`src/rtl/fifo_write_arbiter_pkg.sv`:
```
// fifo_write_arbiter_pkg: shared FSM state encoding and one-hot-to-index helper for the write arbiter
package fifo_write_arbiter_pkg;

    typedef enum logic {
        ST_IDLE  = 1'b0,
        ST_GRANT = 1'b1
    } state_t;

    // Index of the highest set bit; callers pass a one-hot vector, so it is the only set bit.
    function automatic int unsigned onehot_to_idx(input logic [31:0] oh);
        int unsigned idx;
        idx = 0;
        for (int i = 0; i < 32; i++)
            if (oh[i])
                idx = i;
        return idx;
    endfunction

endpackage

```
`src/rtl/fifo_write_arbiter_picker.sv`:
```
// rr_priority_picker: combinational round-robin pick of the first requester after last_owner
//   req        : request vector
//   last_owner : index of the previous owner; the scan starts one above it
//   pick       : one-hot winner, all-zero when req is zero
module rr_priority_picker #(
    parameter int NUM_REQ = 4,
    parameter int IW      = $clog2(NUM_REQ)
) (
    input  logic [NUM_REQ-1:0] req,
    input  logic [IW-1:0]      last_owner,
    output logic [NUM_REQ-1:0] pick
);

    logic [IW-1:0]        start;
    logic [2*NUM_REQ-1:0] dbl_req;
    logic [2*NUM_REQ-1:0] dbl_iso;
    logic [NUM_REQ-1:0]   rot;
    logic [NUM_REQ-1:0]   iso;

    assign start   = (last_owner == IW'(NUM_REQ - 1)) ? '0 : last_owner + IW'(1);
    // Rotate so the scan start sits at bit 0, isolate the lowest set bit, rotate back.
    assign dbl_req = {req, req} >> start;
    assign rot     = dbl_req[NUM_REQ-1:0];
    assign iso     = rot & (~rot + NUM_REQ'(1));
    assign dbl_iso = {iso, iso} << start;
    assign pick    = dbl_iso[2*NUM_REQ-1:NUM_REQ];

endmodule

```
`src/rtl/fifo_write_arbiter.sv`:
```
// fifo_write_arbiter: round-robin burst arbiter sharing one FIFO write port among NUM_REQ requesters
//   clk_in, rst_in  : write-domain clock, synchronous active-high reset
//   req_in/data_in/last_in : per-requester word valid, word, end-of-burst flag
//   full_in         : FIFO full; blocks every write
//   grant_out       : registered one-hot owner, busy_out : grant active
//   ack_out         : one-hot consume strobe, write_out/data_write_out : FIFO write port
module fifo_write_arbiter
    import fifo_write_arbiter_pkg::*;
#(
    parameter int NUM_REQ   = 4,
    parameter int WIDTH     = 8,
    parameter int MAX_BURST = 4
) (
    input  logic                     clk_in,
    input  logic                     rst_in,
    input  logic [NUM_REQ-1:0]       req_in,
    input  logic [NUM_REQ*WIDTH-1:0] data_in,
    input  logic [NUM_REQ-1:0]       last_in,
    input  logic                     full_in,
    output logic [NUM_REQ-1:0]       grant_out,
    output logic [NUM_REQ-1:0]       ack_out,
    output logic                     write_out,
    output logic [WIDTH-1:0]         data_write_out,
    output logic                     busy_out
);

    localparam int IW = $clog2(NUM_REQ);
    localparam int BW = (MAX_BURST > 1) ? $clog2(MAX_BURST) : 1;

    state_t             state, state_n;
    logic [NUM_REQ-1:0] grant_n, pick;
    logic [IW-1:0]      last_owner, last_owner_n;
    logic [BW-1:0]      beat, beat_n;
    logic               req_g, last_g, release_now;

    rr_priority_picker #(.NUM_REQ(NUM_REQ)) u_picker (
        .req        (req_in),
        .last_owner (last_owner),
        .pick       (pick)
    );

    // grant_out is zero in IDLE, so the owner-masked terms are naturally zero there.
    assign req_g       = |(grant_out & req_in);
    assign last_g      = |(grant_out & last_in);
    assign write_out   = req_g & ~full_in;
    assign ack_out     = grant_out & {NUM_REQ{write_out}};
    assign busy_out    = (state == ST_GRANT);
    // Full stalls never release: req_g stays high and write_out is low.
    assign release_now = (write_out & (last_g | (beat == BW'(MAX_BURST - 1)))) | ~req_g;

    always_comb begin
        data_write_out = '0;
        for (int i = 0; i < NUM_REQ; i++)
            data_write_out = data_write_out | (grant_out[i] ? data_in[i*WIDTH +: WIDTH] : '0);
    end

    always_ff @(posedge clk_in) begin
        if (rst_in) begin
            state      <= ST_IDLE;
            grant_out  <= '0;
            last_owner <= IW'(NUM_REQ - 1);
            beat       <= '0;
        end else begin
            state      <= state_n;
            grant_out  <= grant_n;
            last_owner <= last_owner_n;
            beat       <= beat_n;
        end
    end

    always_comb begin
        state_n      = state;
        grant_n      = grant_out;
        last_owner_n = last_owner;
        beat_n       = beat;
        if (state == ST_IDLE) begin
            if (|req_in) begin
                state_n = ST_GRANT;
                grant_n = pick;
                beat_n  = '0;
            end
        end else if (release_now) begin
            state_n      = ST_IDLE;
            grant_n      = '0;
            last_owner_n = IW'(onehot_to_idx(32'(grant_out)));
            beat_n       = '0;
        end else if (write_out) begin
            beat_n = beat + BW'(1);
        end
    end

endmodule

```
`config.mk`:
```
export PLATFORM = sky130hd
export DESIGN_NAME = fifo_write_arbiter
export DESIGN_NICKNAME = d
export VERILOG_FILES = /design/src/rtl/fifo_write_arbiter_pkg.sv /design/src/rtl/fifo_write_arbiter_picker.sv /design/src/rtl/fifo_write_arbiter.sv
export SDC_FILE = /design/constraint.sdc
export NUM_CORES = 1
export LEC_CHECK = 0
export ABC_AREA = 1
export BUFFER_PORTS_ARGS = -buffer_cell sky130_fd_sc_hd__clkbuf_2
export CORE_MARGIN = 5
export CORE_UTILIZATION = 42
export DETAILED_ROUTE_END_ITERATION = 10
export PLACE_DENSITY = 0.85
export SETUP_SLACK_MARGIN = 0.15
export SLEW_MARGIN = 40
export SYNTH_ARGS = -nofsm -noshare
export SYNTH_HDL_FRONTEND = slang
export SYNTH_SLANG_ARGS = --single-unit
```
`constraint.sdc`:
```
create_clock -name clk_in -period 2.2 [get_ports clk_in]
set_input_delay 0.11 -clock clk_in [delete_from_list [all_inputs] [get_ports clk_in]]
set_output_delay 0.11 -clock clk_in [all_outputs]
set_load 0.01 [all_outputs]
```
# Word level (Yosys, flattened, before mapping)
# Cells that the tools add are included.
# W data, S select, Z words.
dict set report word_totals {
  regBits 9
  latchBits 0
  mem_bits_rw 0
  romBits 0
  inputBits 43
  output_inout_bits 18
  word_cells 52
  mem_count 0
}
dict set report classes {
  add_sub_neg 3
  mul 0
  n_div 0
  order_cmp 0
  eq_ne 4
  shifts 2
  mux 18
  bitwise 14
  n_reduce_logical 7
}
# cell n
set op_table {}
lappend op_table {{$mux W8} 4}
lappend op_table {{$or A8 B8 Y8} 3}
lappend op_table {{$and A4 B4 Y4} 4}
lappend op_table {{$mux W2} 7}
lappend op_table {{$mux W4} 3}
lappend op_table {{$reduce_or A4 Y1} 3}
lappend op_table {{$shl A8 B2 Y8} 1}
lappend op_table {{$shr A8 B2 Y4} 1}
lappend op_table {{$reduce_and A2 Y1} 3}
lappend op_table {{$add A2 B1 Y2 const B} 2}
lappend op_table {{$add A4 B1 Y4 const B} 1}
lappend op_table {{$eq A2 B2 Y1 const B} 2}
lappend op_table {{$mux W1} 4}
lappend op_table {{$not A4 Y4} 1}
lappend op_table {{$ne A3 B2 Y1 const B} 1}
lappend op_table {{$and A1 B1 Y1} 2}
lappend op_table {{$ne A2 B1 Y1 const B} 1}
lappend op_table {{$not A1 Y1} 2}
lappend op_table {{$or A1 B1 Y1} 2}
lappend op_table {{$reduce_bool A2 Y1} 1}

# Logic depth before layout (Yosys ltp)
dict set report depth {
  depth_word 9
  mapped_depth 12
  depth_no_buf 11
}

# Hierarchy
# Synthesis repeated with hierarchy kept, for this count alone.
dict set report hier_totals {
  hier_cells 176
  area_unflattened_um2 983.4
}
# mod instances cells_per_inst area_each_um2 seq_area_each_um2
set modules_own_cells {}
lappend modules_own_cells {fifo_write_arbiter 1 123 709.4 180.2}
lappend modules_own_cells {rr_priority_picker 1 53 274.0 0.0}

# Worst setup path before layout
# OpenSTA, ideal clock, no wires.
dict set report synth_path {
  path_type {reg2reg}
  startpoint {reg last_owner[0]}
  endpoint {reg grant_out[0]}
  setup_ps 70
  t_arrival_ps 1454
  t_required_ps 2130
  path_slack_ps 676
  path_stages_with_launch 12
  n_path_buf 1
  period_less_slack_ps 1524
  cell_sequence {dfxtp_1 -> ha_1 -> buf_6 -> inv_4 -> nand3_1 -> nand2_4 -> nand2_2 -> nor2_2 -> nand2_1 -> nand3_1 -> nand3_1 -> a21oi_1}
}
dict set report synth_between {
  elab_chain_cells 9
  elab_cells_between_ends 10
  classes_between {2 x add/sub; 1 x eq/ne; 2 x shift; 3 x mux; 2 x bitwise}
}
# item line_no
set synth_lines {}
lappend synth_lines {{start: declaration} fifo_write_arbiter.sv:32} ;# logic [IW-1:0] last_owner, last_owner_n;
lappend synth_lines {{start signal: assignment} fifo_write_arbiter.sv:61} ;# last_owner <= IW'(NUM_REQ - 1);
lappend synth_lines {{start signal: assignment} fifo_write_arbiter.sv:66} ;# last_owner <= last_owner_n;
lappend synth_lines {{$add A2 B1 Y2 or $eq A2 B2 Y1 (tied branches)} fifo_write_arbiter_picker.sv:20} ;# assign start = (last_owner == IW'(NUM_REQ - 1)) ? '0 : last_owner + IW'(1);
lappend synth_lines {{$mux W2 *} fifo_write_arbiter_picker.sv:20}
lappend synth_lines {{$shr A8 B2 Y4} fifo_write_arbiter_picker.sv:22} ;# assign dbl_req = {req, req} >> start;
lappend synth_lines {{$not A4 Y4} fifo_write_arbiter_picker.sv:24} ;# assign iso = rot & (~rot + NUM_REQ'(1));
lappend synth_lines {{$add A4 B1 Y4} fifo_write_arbiter_picker.sv:24}
lappend synth_lines {{$and A4 B4 Y4} fifo_write_arbiter_picker.sv:24}
lappend synth_lines {{$shl A8 B2 Y8 *} fifo_write_arbiter_picker.sv:25} ;# assign dbl_iso = {iso, iso} << start;
lappend synth_lines {{$mux W4 *} fifo_write_arbiter.sv:77} ;# if (|req_in) begin
lappend synth_lines {{$mux W4 *} fifo_write_arbiter.sv:76} ;# if (state == ST_IDLE) begin
lappend synth_lines {{end signal: assignment} fifo_write_arbiter.sv:65} ;# grant_out <= grant_n;
lappend synth_lines {{end: declaration} fifo_write_arbiter.sv:20} ;# output logic [NUM_REQ-1:0] grant_out,
# Mark *: on every way between the ends. The rest lies on a longest branch, timed or not. The select of a mux whose other input is x is not followed.
# A chain may end at the register's enable or synchronous reset.

# Worst setup path after layout
dict set report layout_path {
  startpoint {reg grant_out[2]}
  endpoint {out ack_out[1]}
}
dict set report layout_between {
  elab_chain_cells 4
}
# item line_no
set layout_lines {}
lappend layout_lines {{$and A4 B4 Y4} fifo_write_arbiter.sv:43} ;# assign req_g = |(grant_out & req_in);
lappend layout_lines {{$reduce_or A4 Y1} fifo_write_arbiter.sv:43}
lappend layout_lines {{$and A1 B1 Y1} fifo_write_arbiter.sv:45} ;# assign write_out = req_g & ~full_in;
lappend layout_lines {{$and A4 B4 Y4} fifo_write_arbiter.sv:46} ;# assign ack_out = grant_out & {NUM_REQ{write_out}};
lappend layout_lines {{end: declaration} fifo_write_arbiter.sv:21} ;# output logic [NUM_REQ-1:0] ack_out,
# No other way between the ends.

==> reports/qor.yml <==
status:
  run_status: "complete, no violations"
pwr:
  power_density_nw_per_um2: 1180
  ir_worst_vdd_uv: 526
  p_leak_nw: 0.698
final_layout:
  area.sequential_sq_um: 180
  nets: 275
  nFillCells: 228
  multi_input_area_sq_um: 669
  drive_above_1_share_pct: 39.3
  final_cells: 257
  n_antenna_cell: 0
  synthToLayoutAreaGrowth_pct: 35.0
route:
  drt-initial-drc-count: 59
  vias_per_cell: 4.89
  dr_total_vias: 1257
  detail-route-antenna-nets: 0
  drc_errors: 0
  dr.pass1.iters: 4
  routedWlPerCell_microns: 11.5
  routed_wl_microns: 2960
worst_setup_path:
  crit_type: "flop to output pin"
  startpoint_type: "flop"
  crit_fanout: 13
  cp.arrival_ps: 1750
  cp-end-kind: "output pin"
  crit_required_ps: 2090
cts:
  cts_tree: "yes"
  post_cts.repair.setup_buffers: 0
  cts_resized: 0
  clk-insertion-delay-late_ps: 260
  cts_buffer_depth: 2
  clk_pin_slew_worst_paths_ps: 70
  htree_levels: 1
  ctsHoldBuffers: 0
  clock-sinks: 9
  clockRootBuffer: "clkbuf_4"
  cts_made_buffers: 3
timing:
  slew_viol_final: 0
  finalSetupTns_ps: 0
  tightest_slew_ps: 458
  clock_skew_ps: 6.96
  min_period_over_period_pct: 84.7
  max_freq_ghz: 0.537
  finalSetupViolCount: 0
  rsz0062_at_grt: "false"
  relSlewSlack_pct: 69.4
  fin_crit_ps: 1860
  final-hold-violation-count: 0
synth:
  syn_inst: 169
  seq_area_frac_synth_pct: 18.5
  ys_warn_count: 0
  syn_avg_cell_area_sq_um: 5.77
  synth_cell_types: 23
  syn-cell-area_sq_um: 975
  synth_seq_cells: 9
  syn_nets: 214
global_route:
  grt_pass1_vias: 1174
  grt_max_degree: 14
  gr-total-overflow: 0
  grt_pass1_wl_microns: 4970
  grt_usage_pct: 18.1
  grt_antenna_before_repair: 0
die:
  dieArea_sq_um: 3380
  io_pins: 61
  die_height_microns: 58.2
  core_sq_um: 2210
  start_util_pct: 44.1
  fp.dieW_microns: 58.2
  rows: 17
place:
  port_buffers: 60
  dp_hpwl_microns: 2460
  place_congestion: 0.839
  dp_cells: 253
job:
  drv_cap: 0
min_path:
  hp-class: "primary input to flop"
registers in the layout (all words and copies together), names as in the netlist:
signal and count:
last_owner 2, busy_out 1, grant_out 4, beat 2
routing by layer:
metal,global-route usage (%),part of all wire (%),up-vias
li1,-,-,680
met2,30.0,50,40
met4,4.30,0.84,0
met5,0,0,-
met3,2.67,5.5,4
met1,24.6,44,533
report_power, final:
| group | total, W | internal, W | switching, W |
|---|---|---|---|
| registers | 0.000310 | 0.000211 | 0.0000989 |
| logic | 0.00111 | 0.000434 | 0.000673 |
| clock network | 0.000133 | 0.0000700 | 0.0000626 |
cells in the mapped netlist:
library cell / count / area share [%]
nand4_1: 12 / 7.7
inv_2: 8 / 3.1
nor2_1: 9 / 3.5
a21oi_1: 8 / 4.1
nand2_4: 3 / 3.5
o22ai_1: 2 / 1.3
ha_1: 2 / 2.6
inv_4: 1 / 0.64
inv_1: 10 / 3.9
buf_6: 2 / 2.3
o21ai_1: 1 / 0.51
dfxtp_1: 9 / 18
buf_2: 1 / 0.51
nand2_2: 5 / 3.2
clkbuf_1: 4 / 1.5
nand2_1: 55 / 21
nand3_2: 3 / 3.1
o21ai_2: 1 / 0.90
inv_6: 1 / 0.90
nand3_1: 28 / 14
o211ai_1: 1 / 0.77
nor2_2: 2 / 1.3
o21a_1: 1 / 0.77
cell usage in the layout, fill, tap and decap left out, types with 2 or more instances in the layout:
cell,count
clkbuf_2,60
nand2_1,55
nand3_1,28
nand4_1,12
inv_1,10
nor2_1,9
dfxtp_1,9
inv_2,8
a21oi_1,8
nand2_2,5
nand3_2,3
nand2_4,3
clkbuf_4,3
buf_4,3
o22ai_1,2
nor2_2,2
ha_1,2
cell families (layout without fill, tap and decap cells):
kind of cell,count (synthesis),in the layout,share of synthesized area [%]
simple gates,117,117,57.8
buf+inv,27,87,12.8
compound gates,14,14,8.34
flops,9,9,18.5
fa+ha+maj,2,2,2.57
worst paths after layout:
path                         startpoint                        end  slack (ps)  cells past startpoint
max           grant_out[2]$_SDFFE_PP0P_                 ack_out[1]         340                      9
min                              rst_in       beat[0]$_SDFFE_PP0P_         120                      2
max reg2reg  last_owner[0]$_SDFFE_PP1P_  grant_out[2]$_SDFFE_PP0P_         470                     10
min reg2reg        beat[1]$_SDFFE_PP0P_       beat[1]$_SDFFE_PP0P_         490                      2
per-stage QoR:
| stage | cell area [sq um] | hold slack [ps] | util, % | setup slack (ps) | power [W] |
|---|---|---|---|---|---|
| after global routing | 1320 | 141 | 59.5 | 150 | 0.00172 |
| after floorplan | 975 | 281 | - | 676 | 0.00112 |
| after CTS | 1320 | 126 | 59.5 | 334 | 0.00156 |
| after global placement | 1290 | 396 | 58.3 | 534 | 0.00141 |
| final | 1320 | 120 | 59.5 | 337 | 0.00155 |
| after detailed placement | 1290 | 402 | 58.3 | 480 | 0.00142 |
critical path: stages, from the launching register on:
cell and delay, ps:
dfxtp_1 610, inv_2 90, o22ai_1 170, inv_2 50
nand2_2 90, inv_2 30, nor2_1 150, inv_2 70
nor2_1 90, clkbuf_2 130
cell type report:
class / count / share of cell area (%)
inverter: 20 / 6.27
tap: 28 / 2.66
clock buffer: 4 / 2.00
multi-input combinational: 133 / 50.9
timing repair buffer: 63 / 24.5
sequential: 9 / 13.7
(Power assumes the default switching activity.)
